`config.mk`:
```
export PLATFORM = sky130hd
export DESIGN_NAME = morse_decoder
export DESIGN_NICKNAME = d
export VERILOG_FILES = /design/src/rtl/morse_pkg.sv /design/src/rtl/morse_ascii_lut.sv /design/src/rtl/morse_decoder.sv
export SDC_FILE = /design/constraint.sdc
export NUM_CORES = 1
export LEC_CHECK = 0
export CAP_MARGIN = 20
export CORE_MARGIN = 2
export CORE_UTILIZATION = 50
export DETAILED_ROUTE_END_ITERATION = 10
export GPL_ROUTABILITY_DRIVEN = 0
export PLACE_DENSITY = 0.68
export SLEW_MARGIN = 5
export SYNTH_ARGS = -nofsm -noshare
export SYNTH_HDL_FRONTEND = slang
export SYNTH_HIERARCHICAL = 1
export SYNTH_SLANG_ARGS = --single-unit
```
`constraint.sdc`:
```
create_clock -name morse_clk -period 5.4 [get_ports morse_clk]
set_input_delay 1.62 -clock morse_clk [delete_from_list [all_inputs] [get_ports morse_clk]]
set_output_delay 1.62 -clock morse_clk [all_outputs]
set_load 0.005 [all_outputs]
```
`src/rtl/morse_pkg.sv`:
```
// Shared types and timing constants for the Morse decoder.
package morse_pkg;

  typedef enum logic [1:0] {
    IDLE,
    MARK,
    SPACE
  } state_t;

  localparam int unsigned DOT_DASH_UNITS   = 2;
  localparam int unsigned LETTER_GAP_UNITS = 2;
  localparam int unsigned WORD_GAP_UNITS   = 5;
  localparam int unsigned MAX_ELEMS        = 6;

  // A completed symbol as handed from the keying FSM to the output register.
  typedef struct packed {
    logic [2:0] len;
    logic [5:0] bits;
    logic       word;
    logic       err;
  } sym_t;

endpackage

```
`src/rtl/morse_ascii_lut.sv`:
```
// Combinational Morse pattern to ASCII lookup (bit0 = first element, 1 = dash).
// Length 0 is the word-gap symbol and maps to a space; unknown patterns map to '?'.
module morse_ascii_lut (
  input  logic [2:0] sym_len,
  input  logic [5:0] sym_bits,
  output logic [7:0] ascii
);

  // Pattern decode keyed on length and element bits together.
  always_comb begin
    ascii = 8'h3F;
    case ({sym_len, sym_bits})
      {3'd0, 6'b000000}: ascii = 8'h20;
      {3'd1, 6'b000000}: ascii = "E";
      {3'd1, 6'b000001}: ascii = "T";
      {3'd2, 6'b000000}: ascii = "I";
      {3'd2, 6'b000010}: ascii = "A";
      {3'd2, 6'b000001}: ascii = "N";
      {3'd2, 6'b000011}: ascii = "M";
      {3'd3, 6'b000000}: ascii = "S";
      {3'd3, 6'b000100}: ascii = "U";
      {3'd3, 6'b000010}: ascii = "R";
      {3'd3, 6'b000110}: ascii = "W";
      {3'd3, 6'b000001}: ascii = "D";
      {3'd3, 6'b000101}: ascii = "K";
      {3'd3, 6'b000011}: ascii = "G";
      {3'd3, 6'b000111}: ascii = "O";
      {3'd4, 6'b000000}: ascii = "H";
      {3'd4, 6'b001000}: ascii = "V";
      {3'd4, 6'b000100}: ascii = "F";
      {3'd4, 6'b000010}: ascii = "L";
      {3'd4, 6'b000110}: ascii = "P";
      {3'd4, 6'b001110}: ascii = "J";
      {3'd4, 6'b000001}: ascii = "B";
      {3'd4, 6'b001001}: ascii = "X";
      {3'd4, 6'b000101}: ascii = "C";
      {3'd4, 6'b001101}: ascii = "Y";
      {3'd4, 6'b000011}: ascii = "Z";
      {3'd4, 6'b001011}: ascii = "Q";
      {3'd5, 6'b011111}: ascii = "0";
      {3'd5, 6'b011110}: ascii = "1";
      {3'd5, 6'b011100}: ascii = "2";
      {3'd5, 6'b011000}: ascii = "3";
      {3'd5, 6'b010000}: ascii = "4";
      {3'd5, 6'b000000}: ascii = "5";
      {3'd5, 6'b000001}: ascii = "6";
      {3'd5, 6'b000011}: ascii = "7";
      {3'd5, 6'b000111}: ascii = "8";
      {3'd5, 6'b001111}: ascii = "9";
      default:           ascii = 8'h3F;
    endcase
  end

endmodule

```
`src/rtl/morse_decoder.sv`:
```
// Morse keyed-line decoder: synchronizes the line, times marks and spaces with
// a single saturating run counter, assembles letters and word gaps into a
// one-deep valid/ready output register.
// Optional feature: define MORSE_ASCII_EN to build the ASCII lookup; otherwise
// sym_ascii is tied to 8'h00.
module morse_decoder
  import morse_pkg::*;
#(
  parameter int unsigned UNIT_LOG2 = 19
) (
  input  logic       morse_clk,
  input  logic       sys_rst,
  input  logic       data,
  output logic       sym_valid,
  input  logic       sym_ready,
  output logic [2:0] sym_len,
  output logic [5:0] sym_bits,
  output logic       sym_word,
  output logic       sym_err,
  output logic [7:0] sym_ascii,
  output logic       overrun
);

  localparam int unsigned CW = UNIT_LOG2 + 3;
  localparam logic [CW-1:0] DOT_LIMIT  = CW'(DOT_DASH_UNITS) << UNIT_LOG2;
  localparam logic [CW-1:0] LETTER_CNT = CW'(LETTER_GAP_UNITS) << UNIT_LOG2;
  localparam logic [CW-1:0] WORD_CNT   = CW'(WORD_GAP_UNITS) << UNIT_LOG2;

  logic          data_s1, data_s2, data_prev;
  logic          rise, fall, level_change;
  logic [CW-1:0] run_cnt;
  state_t        state;
  logic [2:0]    pat_len;
  logic [5:0]    pat_bits;
  logic          pat_err;
  logic          done;
  sym_t          done_sym;
  logic          accept, load;

  assign rise         = data_s2 & ~data_prev;
  assign fall         = ~data_s2 & data_prev;
  assign level_change = data_s2 ^ data_prev;

  // Two-flop synchronizer plus one history flop for edge detection.
  always_ff @(posedge morse_clk) begin
    if (sys_rst) begin
      data_s1   <= 1'b0;
      data_s2   <= 1'b0;
      data_prev <= 1'b0;
    end else begin
      data_s1   <= data;
      data_s2   <= data_s1;
      data_prev <= data_s2;
    end
  end

  // Run-length counter: held at zero while idle, cleared on each level change, saturating.
  always_ff @(posedge morse_clk) begin
    if (sys_rst || state == IDLE || level_change) begin
      run_cnt <= '0;
    end else if (run_cnt != '1) begin
      run_cnt <= run_cnt + 1'b1;
    end
  end

  // Keying FSM: classifies marks, accumulates the pattern, emits letters and word gaps.
  always_ff @(posedge morse_clk) begin
    if (sys_rst) begin
      state    <= IDLE;
      pat_len  <= '0;
      pat_bits <= '0;
      pat_err  <= 1'b0;
      done     <= 1'b0;
      done_sym <= '0;
    end else begin
      done <= 1'b0;
      case (state)
        IDLE: begin
          if (rise) state <= MARK;
        end
        MARK: begin
          if (fall) begin
            state <= SPACE;
            if (pat_len < 3'(MAX_ELEMS)) begin
              pat_bits <= pat_bits | (6'(run_cnt >= DOT_LIMIT) << pat_len);
              pat_len  <= pat_len + 3'd1;
            end else begin
              pat_err <= 1'b1;
            end
          end
        end
        SPACE: begin
          // Letter completion is evaluated even on a rising edge so a gap of
          // exactly two units still closes the letter before the next mark.
          if (run_cnt == LETTER_CNT && pat_len != '0) begin
            done     <= 1'b1;
            done_sym <= '{len: pat_len, bits: pat_bits, word: 1'b0, err: pat_err};
            pat_len  <= '0;
            pat_bits <= '0;
            pat_err  <= 1'b0;
          end
          if (rise) begin
            state <= MARK;
          end else if (run_cnt == WORD_CNT) begin
            done     <= 1'b1;
            done_sym <= '{len: 3'd0, bits: 6'd0, word: 1'b1, err: 1'b0};
            state    <= IDLE;
          end
        end
        default: state <= IDLE;
      endcase
    end
  end

  assign accept = sym_valid & sym_ready;
  assign load   = done & (~sym_valid | accept);

  // One-deep output register with valid/ready handshake and overrun flag.
  always_ff @(posedge morse_clk) begin
    if (sys_rst) begin
      sym_valid <= 1'b0;
      sym_len   <= '0;
      sym_bits  <= '0;
      sym_word  <= 1'b0;
      sym_err   <= 1'b0;
      overrun   <= 1'b0;
    end else begin
      overrun <= done & ~load;
      if (load) begin
        sym_valid <= 1'b1;
        sym_len   <= done_sym.len;
        sym_bits  <= done_sym.bits;
        sym_word  <= done_sym.word;
        sym_err   <= done_sym.err;
      end else if (accept) begin
        sym_valid <= 1'b0;
      end
    end
  end

`ifdef MORSE_ASCII_EN
  logic [7:0] lut_ascii;

  morse_ascii_lut u_ascii_lut (
    .sym_len  (done_sym.len),
    .sym_bits (done_sym.bits),
    .ascii    (lut_ascii)
  );

  // ASCII register loads alongside the symbol; overflowed letters read as '?'.
  always_ff @(posedge morse_clk) begin
    if (sys_rst) begin
      sym_ascii <= '0;
    end else if (load) begin
      sym_ascii <= done_sym.err ? 8'h3F : lut_ascii;
    end
  end
`else
  assign sym_ascii = 8'h00;
`endif

endmodule

```
# After elaboration in Yosys (flattened, before gate mapping)
# Cells that the tools add are included.
[word_totals]
regBits = 62
in_bits = 4
output_inout_bits = 21
[op_classes]
n_addsub = 2
order_cmp = 2
eq_ne = 11
shifts = 1
mux = 25
n_bitwise = 13
n_reduce_logical = 11
[ops]
columns = ["op", "n"]
rows = [
  ["$mux W11", 3],
  ["$add A22 B1 Y22 const B", 1],
  ["$eq A22 B21 Y1 const B", 1],
  ["$eq A22 B22 Y1 const B", 1],
  ["$ge A22 B21 Y1 const B", 1],
  ["$ne A22 B22 Y1 const B", 1],
  ["$mux W6", 3],
  ["$pmux W6 S2", 1],
  ["$ne A2 B2 Y1 const B", 5],
  ["$mux W3", 3],
  ["$mux W1", 8],
  ["$mux W2", 4],
  ["$reduce_and A4 Y1", 2],
  ["$or A6 B6 Y6", 1],
  ["$pmux W2 S3", 1],
  ["$pmux W3 S2", 1],
  ["$shl A1 B3 Y6", 1],
  ["$and A1 B1 Y1", 5],
  ["$not A1 Y1", 5],
  ["$reduce_bool A2 Y1", 2],
  ["$add A3 B1 Y3 const B", 1],
  ["$lt A3 B3 Y1 const B", 1],
  ["$ne A3 B3 Y1 const B", 1],
  ["$reduce_and A3 Y1", 1],
  ["other kinds (10)", 11],
]

# Logic depth before layout (Yosys ltp)
# Gate-level depths: netlist (run 1).
[depth]
word_depth = 6
depth_mapped = 7
ltp_nobuf = 6

# Worst setup path before layout (run 1)
# OpenSTA, ideal clock, no wires.
[synth_timing]
kind = "input to register"
startpoint = "in sym_ready"
endpoint = "reg sym_bits[1]"
setup_time_ps = 128
t_arrival_ps = 2594
required_ps = 5272
path_slack_ps = 2678
stages = 4
path_buffers = 1
cell_sequence = "o21ai_0 -> clkbuf_1 -> mux2i_1 -> nor2_1"
[synth_via]
elab_chain_len = 3
[synth_rtl]
columns = ["item", "line", "rtl"]
rows = [
  ["from (decl)", "morse_decoder.sv:15", "input logic sym_ready,"],
  ["$and A1 B1 Y1", "morse_decoder.sv:115", "assign accept = sym_valid & sym_ready;"],
  ["$or A1 B1 Y1", "morse_decoder.sv:116", "assign load = done & (~sym_valid | accept);"],
  ["$and A1 B1 Y1", "morse_decoder.sv:116", ""],
  ["to (signal assigned)", "morse_decoder.sv:132", "sym_bits <= done_sym.bits;"],
  ["to (decl)", "morse_decoder.sv:17", "output logic [5:0] sym_bits,"],
]
# Every way passes these cells.
# A chain may end at the register's enable or synchronous reset.

# Final worst setup path (run 1)
[layout_timing]
startpoint = "in sys_rst"
endpoint = "reg run_cnt[7]"
[layout_via]
elab_chain_len = 2
[layout_rtl]
columns = ["item", "line", "rtl"]
rows = [
  ["from (decl)", "morse_decoder.sv:12", "input logic sys_rst,"],
  ["$logic_or A1 B1 Y1 (2 in a row)", "morse_decoder.sv:59", "if (sys_rst || state == IDLE || level_change) begin"],
  ["to (signal assigned)", "morse_decoder.sv:62", "run_cnt <= run_cnt + 1'b1;"],
  ["to (decl)", "morse_decoder.sv:31", "logic [CW-1:0] run_cnt;"],
]
# Every way passes these cells.

==> run_results.csv, run 1 <==
group,metric,value,unit
run_status,status,"finished, final reports clean",
floorplanning,initial_utilization,51.2,%
grt,groute.usage.overall,21.3,%
grt,grt_max_degree,32,
sta,worstMarginPinSlew,0.962,ns
worst_setup_path,slowest_stage,"clkdlybuf4s50_1",
synthesis,synth_top_area_cell,"dfxtp_1",
cts,cts-root-buf,"clkbuf_8",
pwr,p_per_area,280,nW/um^2
synthesis,ys_warn_count,6,
floorplanning,core,5850,um^2
route,highest_layer,"met4",
final_layout,layout.nets,366,
worst_setup_path,crit_type,"in2reg",
sta,max_freq,331,MHz
worst_setup_path,worstSetupEndpointType,"flop",
floorplanning,die_h,81.4,um
synthesis,yosysTopAreaCellShare,41.4,%
synthesis,syn_inst,346,
placement,port_buffers,16,
final_layout,n_antenna_cell,0,
route,num_vias,2618,
grt,antenna_found_initial,0,
grt,grt_pass1_wl,10800,um
cts,cts_setup_buffers,0,
synthesis,avgSynthCellArea,8.66,um^2
worst_setup_path,critical_path_required,5.67,ns
cts,cts_buffers,9,
pwr,p_leak,1.20,nW
sta,skew,0.0102,ns
final_layout,drive_above_1_share,9.70,%
final_layout,synthToLayoutAreaGrowth,12.8,%
sta,fin_crit,3.02,ns
cts,clk_latency,0.35,ns
route,first_iter_violations,216,
sta,rsz0062_at_grt,"no",
cts,htree_levels,3,
sta,fin_crit_sh,56.0,%
cts,cts_resized,0,
grt,first_global_vias,2276,
worst_setup_path,path_cells,"clkdlybuf4s50_1 -> buf_4 -> inv_1 -> o211ai_1 -> buf_4 -> a2111o_1 -> o21ai_0",
worst_setup_path,arrival,3.29,ns
final_layout,post-route-cell-area,3380,um^2
route,wl_per_cell,14.9,um
worst_setup_path,path_common_cell,"buf_4",
route,wirelength,6510,um
placement,place_ws,2.01,ns
route,dr_wl_met2,2810,um
sta,timing.final.ws_setup,2.38,ns
worst_setup_path,max_stage_delay,0.39,ns
cts,cts_buffer_depth,2,
synthesis,ys_types,54,
route,ant_nets,0,
final_layout,fillers,540,
route,viasPerCell,6.00,
hold_path,hp-class,"reg2reg",
worst_setup_path,start_kind,"input pin",
route,firstDrtPassIters,5,
synthesis,seq_area_frac_synth,41.4,%
run,cap_viol_max_count,0,
floorplanning,rows,28,
cts,clk_pin_slew,0.07,ns
route,wl_met1,3210,um
synthesis,netlist_area,3000,um^2
sta,slew_viol_final,0,
pwr,peakVddDrop,0.155,mV
synthesis,ys_ff_latch,62,
route,drcViolationCount,0,
final_layout,mostFrequentLayoutCell,"dfxtp_1",
placement,hpwl,4430,um
floorplanning,die_area,6630,um^2
worst_setup_path,path_max_fanout,31,
route,met3RoutedLength,339,um
placement,placed_area,3150,um^2
synthesis,synthArstFlopShare,0,%
cts,cts_tree,"built",
floorplanning,io_pins,25,
final_layout,layout_common_cells,"dfxtp_1 (62), a21oi_1 (33), nand3_1 (22)",
floorplanning,fp.dieW,81.4,um
sta,whs,0.453,ns
sta,relSlewSlack,35.3,%
synthesis,synth_flop_cell,"dfxtp_1",
sta,setup_viol,0,
cts,hold_buffers,0,
cts,cts.sink_count,62,
sta,final.setup.tns,0,ns
synthesis,synth_edf_count,0,
sta,finalHoldViolCount,0,
synthesis,synthTopCellsByArea,"dfxtp_1 (41%), mux2i_1 (5.7%), a21oi_1 (5.5%), nand3_1 (3.7%), o21ai_0 (3.5%)",
grt,overflow,0,
==> logic make-up after synthesis <==
group,after synthesis,synth area share (%)
adder cells (fa/ha/maj),6,2.51
multiplexers,17,5.68
buffers and inverters,39,6.64
other,1,0.125
AO/OA/AOI/OAI,84,17.2
flip-flops,62,41.4
AND/OR/NAND/NOR,137,26.5
==> where the power goes <==
group,internal [mW],switching [mW]
combinational,0.00665,0.0137
sequential,0.458,0.00138
clock,0.266,0.201
total,0.731,0.216
==> cells in the mapped netlist (all sizes together), types with 2 or more instances <==
| master | count |
|---|---|
| and4 | 6 |
| o31ai | 3 |
| nor4 | 13 |
| o31a | 2 |
| nand4 | 8 |
| ha | 6 |
| a2111o | 4 |
| nor2b | 2 |
| nor4b | 3 |
| buf | 16 |
| o21a | 2 |
| or4b | 2 |
| nand2b | 6 |
| nand2 | 21 |
| nor2 | 22 |
| a211o | 2 |
| or4 | 6 |
| or3 | 4 |
| dfxtp | 62 |
| a31oi | 6 |
| nor3 | 15 |
| a2111oi | 2 |
| a211oi | 2 |
| a21oi | 33 |
| nand3 | 22 |
| mux2i | 17 |
| o21ai | 22 |
| clkbuf | 13 |
| inv | 10 |
==> state kept, by name (all words and copies together) (netlist names), 2 cells and up <==
signal,count
run_cnt,22
done_sym,11
pat_bits,6
sym_bits,6
pat_len,3
sym_len,3
state,2
==> path summary, 6_finish.rpt <==
kind | from | end | slack, ns | cells after the start
max | sys_rst | run_cnt[7]$_SDFFE_PP0P_ | 2.38 | 7
min | data_s1$_SDFF_PP0_ | data_s2$_SDFF_PP0_ | 0.45 | 1
max reg2reg | run_cnt[17]$_SDFFE_PP0P_ | run_cnt[17]$_SDFFE_PP0P_ | 2.98 | 4
min reg2reg | data_s1$_SDFF_PP0_ | data_s2$_SDFF_PP0_ | 0.45 | 1
==> area by class of cell <==
type	count	area, um^2	area share [%]
clock inverter	7	104	3.07
tap	75	93.8	2.78
sequential	62	1240	36.7
timing repair buffer	21	198	5.85
clock buffer	9	124	3.66
inverter	10	37.5	1.11
multi-input combinational	252	1580	46.8
==> routing by layer <==
layer / GRT usage (%) / vias to the layer above
li1: - / 1281
met1: 30.6 / 1248
met2: 30.0 / 75
met3: 5.71 / 14
met4: 8.64 / 0
met5: 0 / -
==> per-stage QoR <==
stage / std cells / total power [mW] / utilization, %
finish: 436 / 0.947 / 57.8
global route: 436 / 0.980 / 57.8
CTS: 436 / 0.955 / 57.8
detailed placement: 420 / 0.491 / 53.9
global placement: 418 / 0.490 / 53.6
floorplan: 353 / 0.488 / -
==> critical path, delay by kind of cell <==
| kind | cells | cell delay, ns |
|---|---|---|
| AO/OA/AOI/OAI | 3 | 0.64 |
| buffers and inverters | 4 | 1.03 |
(Power assumes the default switching activity.)
==> run 2: changes to the inputs <==
--- a/config.mk
+++ b/config.mk
@@ -10,7 +10,7 @@
 export CORE_UTILIZATION = 50
 export DETAILED_ROUTE_END_ITERATION = 10
 export GPL_ROUTABILITY_DRIVEN = 0
-export PLACE_DENSITY = 0.68
+export PLACE_DENSITY = 0.71
 export SLEW_MARGIN = 5
 export SYNTH_ARGS = -nofsm -noshare
 export SYNTH_HDL_FRONTEND = slang
==> constraint.sdc (replaced) <==
create_clock -name morse_clk -period 2.5 [get_ports morse_clk]
set_input_delay 0.75 -clock morse_clk [delete_from_list [all_inputs] [get_ports morse_clk]]
set_output_delay 0.75 -clock morse_clk [all_outputs]
set_load 0.005 [all_outputs]
==> run_results.csv, run 2 (same netlist as run 1, synthesis figures left out) <==
group,metric,value,unit
run_status,status,"finished, final reports clean",
sta,slew_viol_final,0,
pwr,p_per_area,597,nW/um^2
final_layout,mostFrequentLayoutCell,"dfxtp_1",
grt,antenna_found_initial,0,
worst_setup_path,path_max_fanout,10,
cts,cts_buffer_depth,2,
sta,rsz0062_at_grt,"no",
floorplanning,rows,28,
floorplanning,die_h,81.4,um
grt,grt_pass1_wl,10700,um
route,first_iter_violations,170,
pwr,finalPower,2.05,mW
grt,overflow,0,
hold_path,hp-class,"reg2reg",
cts,clk_latency,0.34,ns
run,cap_viol_max_count,0,
worst_setup_path,critical_path_required,2.73,ns
sta,whs,0.441,ns
sta,relSlewSlack,50.9,%
final_layout,reg_top3,"run_cnt: 22 flops, done_sym: 11 flops",
route,drcViolationCount,0,
sta,final.setup.tns,0,ns
grt,groute.usage.overall,20.9,%
sta,worstMarginPinSlew,0.733,ns
final_layout,layout_common_cells,"dfxtp_1 (62), a21oi_1 (33), nand3_1 (22)",
cts,cts_tree,"built",
sta,finalHoldViolCount,0,
cts,htree_levels,3,
worst_setup_path,max_stage_delay,0.63,ns
floorplanning,io_pins,25,
worst_setup_path,worstSetupEndpointType,"flop",
final_layout,drive_above_1_share,11.2,%
worst_setup_path,crit_type,"reg2reg",
cts,cts_resized,0,
cts,cts_buffers,9,
placement,port_buffers,16,
route,viasPerCell,5.97,
route,wirelength,6550,um
cts,cts_setup_buffers,0,
sta,fin_crit_sh,85.9,%
route,firstDrtPassIters,5,
floorplanning,core,5850,um^2
floorplanning,fp.dieW,81.4,um
final_layout,top_register,"run_cnt",
grt,first_global_vias,2259,
route,wl_per_cell,14.8,um
cts,cts-root-buf,"clkbuf_8",
final_layout,synthToLayoutAreaGrowth,14.3,%
floorplanning,initial_utilization,51.2,%
floorplanning,die_area,6630,um^2
placement,place_ws,0.270,ns
pwr,peakVddDrop,0.300,mV
grt,grt_max_degree,31,
cts,cts.sink_count,62,
final_layout,fillers,507,
worst_setup_path,start_kind,"flop",
sta,fin_crit,2.15,ns
route,ant_nets,0,
cts,clk_pin_slew,0.08,ns
worst_setup_path,slowest_stage,"or4b_2",
final_layout,n_antenna_cell,0,
sta,max_freq,466,MHz
sta,setup_viol,0,
placement,hpwl,4590,um
cts,hold_buffers,0,
pwr,p_leak,1.23,nW
sta,skew,0.00855,ns
worst_setup_path,path_cells,"inv_1 -> ha_1 -> or4b_2 -> nor3_1 -> a31o_2 -> a21oi_1",
sta,timing.final.ws_setup,0.352,ns
route,num_vias,2639,
final_layout,largest_reg_flops,22,
final_layout,layout.nets,372,
worst_setup_path,arrival,2.37,ns
## run 2: changes by cell type in the layout (fill, tap and decap cells not counted)
cell   previous run  this run
buf_4             5        11
## run 2: final timing paths
path / startpoint / endpoint / slack, ns / cells past startpoint
setup / recovery: run_cnt[0]$_SDFFE_PP0P_ / done_sym[0]$_SDFFE_PP0P_ / 0.35 / 6
hold / removal: data_s1$_SDFF_PP0_ / data_s2$_SDFF_PP0_ / 0.44 / 1
setup reg to reg: run_cnt[0]$_SDFFE_PP0P_ / done_sym[0]$_SDFFE_PP0P_ / 0.35 / 6
hold reg to reg: data_s1$_SDFF_PP0_ / data_s2$_SDFF_PP0_ / 0.44 / 1
## run 2: area by class of cell
type	count	area (um^2)	share of cell area, %
clock buffer	9	124	3.62
clock inverter	7	104	3.03
inverter	10	37.5	1.10
multi-input combinational	252	1580	46.2
sequential	62	1240	36.2
tap	75	93.8	2.74
timing repair buffer	27	243	7.09
## run 2: routing by layer
| metal | track usage (%) | wire, um | vias up |
|---|---|---|---|
| met3 | 5.49 | 370 | 10 |
| met2 | 30.9 | 2870 | 87 |
| li1 | - | - | 1306 |
| met5 | 0 | 0 | - |
| met1 | 29.2 | 3210 | 1236 |
| met4 | 7.97 | 89 | 0 |
## run 2: worst max-delay path: cells and delay by family, from the launching register on
family	cells	cell delay, ns
compound gates	2	0.41
flops	1	0.37
simple gates	2	0.95
buf+inv	1	0.12
fa+ha+maj	1	0.18
## run 2: power breakdown
part	internal, mW	switching, mW	total [mW]
clock	0.575	0.432	1.01
sequential	0.990	0.00332	0.993
combinational	0.0157	0.0300	0.0457
total	1.58	0.465	2.05
## run 2: through the flow
stage,std cells,instance area [um^2],util (%)
after global placement,426,3200,54.7
after CTS,442,3430,58.6
after floorplan,353,3020,-
final,442,3430,58.6
after detailed placement,426,3200,54.7
after global routing,442,3430,58.6
==> run 3: changes to the inputs <==
--- a/config.mk
+++ b/config.mk
@@ -9,7 +9,7 @@
 export CORE_MARGIN = 2
 export CORE_UTILIZATION = 50
 export DETAILED_ROUTE_END_ITERATION = 10
-export GPL_ROUTABILITY_DRIVEN = 0
+export GPL_ROUTABILITY_DRIVEN = 1
 export PLACE_DENSITY = 0.71
 export SLEW_MARGIN = 5
 export SYNTH_ARGS = -nofsm -noshare
==> results of run 3 <==
The final DEF is identical to that of run 2; final timing and power are the same.
